### config.mk
export PLATFORM = sky130hd
export DESIGN_NAME = bcd_cntr_ctrl
export DESIGN_NICKNAME = d
export VERILOG_FILES = /design/src/rtl/bcd_cntr_pkg.sv /design/src/rtl/bcd_cntr_ctrl_digit.sv /design/src/rtl/bcd_cntr_ctrl.sv
export SDC_FILE = /design/constraint.sdc
export NUM_CORES = 1
export LEC_CHECK = 0
export BUFFER_PORTS_ARGS = -buffer_cell sky130_fd_sc_hd__buf_2
export CORE_ASPECT_RATIO = 1.75
export CORE_UTILIZATION = 47
export DETAILED_ROUTE_END_ITERATION = 8
export MAX_ROUTING_LAYER = met4
export PLACE_DENSITY_LB_ADDON = 0.1
export SLEW_MARGIN = 20
export SYNTH_ARGS = -nofsm -noshare
export SYNTH_HDL_FRONTEND = slang
export SYNTH_SLANG_ARGS = --single-unit
### constraint.sdc
create_clock -name clk -period 1.6 [get_ports clk]
set_input_delay 0.16 -clock clk [delete_from_list [all_inputs] [get_ports clk]]
set_output_delay 0.16 -clock clk [all_outputs]
set_load 0.02 [all_outputs]
### src/rtl/bcd_cntr_pkg.sv
// Shared types and helpers for the synchronous multi-decade BCD counter.
package bcd_cntr_pkg;

  typedef enum logic [1:0] {
    IDLE = 2'd0,
    RUN  = 2'd1,
    DONE = 2'd2
  } state_e;

  localparam logic [3:0] BCD_MAX = 4'd9;

  function automatic logic [3:0] bcd_clamp(input logic [3:0] nibble);
    return (nibble > BCD_MAX) ? BCD_MAX : nibble;
  endfunction

endpackage

### src/rtl/bcd_cntr_ctrl_digit.sv
// One BCD decade: clear > load > increment/decrement, with combinational carry/borrow out.
module bcd_digit
  import bcd_cntr_pkg::*;
(
  input  logic       clk,
  input  logic       rstn,
  input  logic       inc,
  input  logic       dec,
  input  logic       ld,
  input  logic [3:0] ld_val,
  input  logic       clr,
  output logic [3:0] q,
  output logic       carry,
  output logic       borrow
);

  logic [3:0] q_q, q_d;

  always_comb begin
    q_d = q_q;
    if (clr) begin
      q_d = '0;
    end else if (ld) begin
      q_d = bcd_clamp(ld_val);
    end else if (inc) begin
      q_d = (q_q == BCD_MAX) ? 4'd0 : q_q + 4'd1;
    end else if (dec) begin
      q_d = (q_q == 4'd0) ? BCD_MAX : q_q - 4'd1;
    end
  end

  always_ff @(posedge clk) begin
    if (!rstn) q_q <= '0;
    else       q_q <= q_d;
  end

  assign q      = q_q;
  assign carry  = inc && (q_q == BCD_MAX);
  assign borrow = dec && (q_q == 4'd0);

endmodule

### src/rtl/bcd_cntr_ctrl.sv
// Start/stop/clear/load sequencer, tick prescaler and decade chain for a BCD counter.
// Optional BCD_CNTR_DOWN_EN adds a `dir` input for down-counting.
module bcd_cntr_ctrl
  import bcd_cntr_pkg::*;
#(
  parameter int DIGITS   = 4,
  parameter int PRESCALE = 10
) (
  input  logic                  clk,
  input  logic                  rstn,
  input  logic                  start,
  input  logic                  stop,
  input  logic                  clear,
  input  logic                  load,
  input  logic [4*DIGITS-1:0]   load_val,
  input  logic                  wrap_en,
`ifdef BCD_CNTR_DOWN_EN
  input  logic                  dir,
`endif
  output logic [4*DIGITS-1:0]   count,
  output logic                  running,
  output logic                  done,
  output logic                  tc
);

  localparam int                PSC_W    = (PRESCALE > 1) ? $clog2(PRESCALE) : 1;
  localparam logic [PSC_W-1:0]  PSC_LAST = PSC_W'(PRESCALE - 1);
  localparam int unsigned       ND       = DIGITS;

  state_e           state_q, state_d;
  logic [PSC_W-1:0] psc_q, psc_d;
  logic             tc_q, tc_d;
  logic             step, sat_term, clr_all, ld_all;
  logic             step_up, step_dn, wrap_term;
  logic             all_max, all_zero, at_term, dir_w;

`ifdef BCD_CNTR_DOWN_EN
  assign dir_w = dir;
`else
  assign dir_w = 1'b0;
`endif

  always_comb begin
    all_max  = 1'b1;
    all_zero = 1'b1;
    for (int unsigned i = 0; i < ND; i++) begin
      if (count[4*i +: 4] != BCD_MAX) all_max  = 1'b0;
      if (count[4*i +: 4] != 4'd0)    all_zero = 1'b0;
    end
    at_term = dir_w ? all_zero : all_max;
  end

  always_comb begin
    state_d  = state_q;
    psc_d    = psc_q;
    step     = 1'b0;
    sat_term = 1'b0;
    clr_all  = 1'b0;
    ld_all   = 1'b0;
    if (clear) begin
      state_d = IDLE;
      psc_d   = '0;
      clr_all = 1'b1;
    end else if (load) begin
      state_d = IDLE;
      psc_d   = '0;
      ld_all  = 1'b1;
    end else begin
      unique case (state_q)
        IDLE: if (start && !stop) state_d = RUN;
        RUN: begin
          if (stop) begin
            state_d = IDLE;
          end else if (psc_q == PSC_LAST) begin
            psc_d = '0;
            // Saturating terminal tick freezes the digits instead of stepping them.
            if (at_term && !wrap_en) begin
              sat_term = 1'b1;
              state_d  = DONE;
            end else begin
              step = 1'b1;
            end
          end else begin
            psc_d = psc_q + PSC_W'(1);
          end
        end
        DONE: ;
        default: state_d = IDLE;
      endcase
    end
  end

  assign step_up = step && !dir_w;
  assign step_dn = step && dir_w;

  genvar gi;
  generate
    for (gi = 0; gi < DIGITS; gi++) begin : g_dig
      logic       inc_i, dec_i, carry_o, borrow_o;
      logic [3:0] q_o;
      if (gi == 0) begin : g_first
        assign inc_i = step_up;
        assign dec_i = step_dn;
      end else begin : g_next
        assign inc_i = g_dig[gi-1].carry_o;
        assign dec_i = g_dig[gi-1].borrow_o;
      end
      bcd_digit u_digit (
        .clk    (clk),
        .rstn   (rstn),
        .inc    (inc_i),
        .dec    (dec_i),
        .ld     (ld_all),
        .ld_val (load_val[4*gi +: 4]),
        .clr    (clr_all),
        .q      (q_o),
        .carry  (carry_o),
        .borrow (borrow_o)
      );
      assign count[4*gi +: 4] = q_o;
      if (gi == DIGITS - 1) begin : g_last
        // Carry/borrow out of the top decade marks a wrapping terminal tick.
        assign wrap_term = carry_o | borrow_o;
      end
    end
  endgenerate

  always_comb begin
    tc_d = sat_term | wrap_term;
  end

  always_ff @(posedge clk) begin
    if (!rstn) begin
      state_q <= IDLE;
      psc_q   <= '0;
      tc_q    <= 1'b0;
    end else begin
      state_q <= state_d;
      psc_q   <= psc_d;
      tc_q    <= tc_d;
    end
  end

  assign running = (state_q == RUN);
  assign done    = (state_q == DONE);
  assign tc      = tc_q;

endmodule

==> metrics.log <==
INFO  metric run_status = finished, violations left
INFO  metric violated_checks = negative setup slack
INFO  metric gp_routability_congestion = between 0.8 and 0.9
INFO  metric share_of_synthesized_cell_area_in_full_adder_half_adder_and_majority_cells = 0%
INFO  metric bufs_on_longest_clock_path = 2
INFO  metric via_count_of_the_first_global_routing_pass = ~1,700
INFO  metric cts_htree_levels = 1
INFO  metric filler_cell_count = roughly 270
INFO  metric clk_pin_slew_worst_paths = 0.09 ns
INFO  metric detail_route.first_pass.iterations = 4
INFO  metric drive_gt1_share = 44.7%
INFO  metric pre_cts_ws = -0.0180 ns
INFO  metric antenna_found_initial = 0
INFO  metric drt-total-wl = between 4000 and 5000 um
INFO  metric final-hold-violation-count = 0
INFO  metric grt_start_max_net_pins = 16
INFO  metric hpwl = 3460 um
INFO  metric netlist_instances = 194
INFO  metric critical_path.max_fanout = 5
INFO  metric rsz0062_at_grt = true
INFO  metric worstSetupEndpointType = flip-flop
INFO  metric yosysSeqAreaShare = around 29%
INFO  metric timing.critical_path.required = 1.76 ns
INFO  metric ys.flop_type = dfxtp_1
INFO  metric synth_top_family_by_area = simple AND/OR/NAND/NOR gates
INFO  metric dieHeight = 79.4 um
INFO  metric clock_latency = 0.26 ns
INFO  metric vias_cell = between 5 and 6
INFO  metric grt_usage = between 20% and 30%
INFO  metric drt_drc_violations_left = 0
INFO  metric max_cap_violations = 0
INFO  metric worstHoldPathType = in2reg
INFO  metric synth-compound-area-share = 24.4%
INFO  metric placeableCoreArea = 3210 um^2
INFO  metric async_reset_ff_share = 0%
INFO  metric fin_tns_setup = -0.0406 ns
INFO  metric timing_worst_setup_path_type = reg2reg
INFO  metric worst_clock_skew = between 0.002 and 0.0025 ns
INFO  metric avg_cell_area_syn = around 8.3 um^2
INFO  metric cp.arrival = 1.80 ns
INFO  metric report.final.setup_viol = 1
INFO  metric antenna-diode-count = 0
INFO  metric minimum_setup_slack_in_the_final_design = -0.0406 ns
INFO  metric die_w = approximately 46 um
INFO  metric synthesis_stage_register_bit_count = 23
INFO  metric routed-via-count = 1,767
INFO  metric startpoint_class_of_the_critical_path = flip-flop
INFO  metric first_iter_violations = 28
INFO  metric grt-ovfl-total = 0
INFO  metric floorplan.io_pins = 42
INFO  metric synth.area.mux_share = between 3 and 4%
INFO  metric min_period = between 1.5 and 2 ns
INFO  metric route.antenna.remaining_nets = 0
INFO  metric synth_warnings = 0
INFO  metric wl_per_cell = 15.0 um
INFO  metric tritoncts_num_sinks = 23
INFO  metric syn_area = 1610 um^2
INFO  metric final_nets = 290
INFO  metric grt_pass1_wl = just over 7000 um
INFO  metric fin_crit_sh = 103%
INFO  metric synth_fp_nets = between 200 and 250
INFO  metric pwr_density_cell = 509 nW/um^2
INFO  metric die_area = ~3700 um^2
INFO  metric yosys.area_share.simple = between 30% and 40%
INFO  metric timing.max_slew.rel_slack = 66.9%
INFO  metric post_synth_num_cell_types = 54
INFO  metric cts_tree = built
INFO  metric holdBufCountCts = 0
INFO  metric finalMaxSlewViolations = 0
INFO  metric vdd_ir_drop_max = 0.460 mV
INFO  metric fmax = 610 MHz
INFO  metric root_buffer_master = clkbuf_8
INFO  metric p_leak = 0.884 nW
INFO  metric synth_enable_flop_cells = 0
INFO  metric initial_core_util = 50.2%
INFO  metric inserted_clock_buffers = 3
INFO  metric yosys.area_share.xor_xnor = approximately 4.4%
INFO  metric port_buffers = 41
INFO  metric placementRows = 27
INFO  metric timing_worst_slew_pin_value = around 0.50 ns
INFO  metric area.growth.synth_to_final = 39.2%
==> what timing repair did <==
item,4_1_cts,5_1_grt
cloned,0,1
gates resized for setup,4,21
setup buffers,3,2
pin swaps,7,13
endpoints found under the setup margin,3,15
==> through the flow <==
| step | hold slack (ns) | area (um^2) | power, mW | instances | utilization (%) |
|---|---|---|---|---|---|
| after floorplan | 0.236 | 1650 | 0.696 | 194 | - |
| after global placement | 0.372 | 2080 | 0.774 | 299 | 64.8 |
| after detailed placement | 0.399 | 2080 | 0.778 | 299 | 64.8 |
| after CTS | 0.118 | 2160 | 1.14 | 306 | 67.4 |
| after global routing | 0.110 | 2240 | 1.20 | 309 | 69.8 |
| final | 0.118 | 2240 | 1.14 | 309 | 69.8 |
==> worst max-delay path, stage by stage (launching register included) <==
cell and delay [ns]:
dfxtp_2 0.33, nand4bb_4 0.22, or3_4 0.44, a31oi_4 0.25
a211oi_2 0.06, a41o_1 0.23
==> power breakdown <==
part | internal [mW] | total [mW] | leakage [nW] | switching [mW]
clock network | 0.174 | 0.368 | 0.0255 | 0.194
registers | 0.577 | 0.588 | 0.193 | 0.0106
logic | 0.0822 | 0.184 | 0.666 | 0.102
==> cells in the final DEF (no fill, tap or decap), drive strengths merged, types with 2 or more instances in the layout <==
cell type / count
a21oi: 8
a211oi: 8
nand3b: 3
buf: 75
nand4: 5
xnor2: 4
nand3: 11
mux2i: 5
a221oi: 2
and4bb: 3
nand2b: 4
xor2: 4
clkbuf: 3
and3: 2
nor3b: 3
dfxtp: 23
inv: 7
o21ai: 19
nand2: 13
nor2b: 9
nand4bb: 2
nor4: 2
nor3: 7
a31oi: 5
nor2: 21
==> worst paths after layout <==
check	end	depth (start not counted)	slack [ns]	from
max	g_dig[2].u_digit.q[1]$_SDFFE_PP0P_	5	-0.04	g_dig[2].u_digit.q[1]$_SDFFE_PP0P_
min	state_q[0]$_SDFFE_PP0P_	2	0.12	stop
max reg2reg	g_dig[2].u_digit.q[1]$_SDFFE_PP0P_	5	-0.04	g_dig[2].u_digit.q[1]$_SDFFE_PP0P_
min reg2reg	state_q[0]$_SDFFE_PP0P_	1	0.48	state_q[1]$_SDFFE_PP0P_
==> cell families after synthesis <==
logic type	after synthesis
AND/OR/NAND/NOR	90
AO/OA/AOI/OAI	53
flip-flops	23
buffers and inverters	15
XOR/XNOR	8
multiplexers	5
==> layout make-up <==
cell class	count	area [um^2]	share of cell area [%]
timing repair buffer	75	475	21.2
clock inverter	1	5.00	0.223
tap	43	53.8	2.40
inverter	7	26.3	1.17
multi-input combinational	157	1160	51.6
clock buffer	3	41.3	1.84
sequential	23	483	21.6
==> routing by layer <==
| metal | vias up | share of wire [%] | track usage (%) |
|---|---|---|---|
| li1 | 865 | - | - |
| met1 | 855 | 38 | 26.6 |
| met2 | 41 | 58 | 51.5 |
| met3 | 6 | 2.6 | 2.94 |
| met4 | 0 | 1.6 | 7.94 |
| met5 | - | 0 | - |
==> flip-flops by register name (all words and copies together) (netlist names) <==
| signal | cells |
|---|---|
| tc | 1 |
| state_q | 2 |
| psc_q | 4 |
| g_dig.u_digit.q | 16 |
==> synthesized netlist by cell type (all sizes together) (5+ instances only) <==
master | count | area, um^2
nand4 | 5 | 31.3
nor2 | 21 | 78.8
dfxtp | 23 | 460
a21oi | 8 | 47.6
a31oi | 5 | 46.3
nor2b | 9 | 56.3
mux2i | 5 | 50.1
o21ai | 19 | 95.1
a211oi | 8 | 77.6
nand2 | 13 | 48.8
inv | 7 | 26.3
buf | 5 | 30.0
nor3 | 7 | 46.3
nand3 | 10 | 62.6
(Power assumes the default switching activity.)
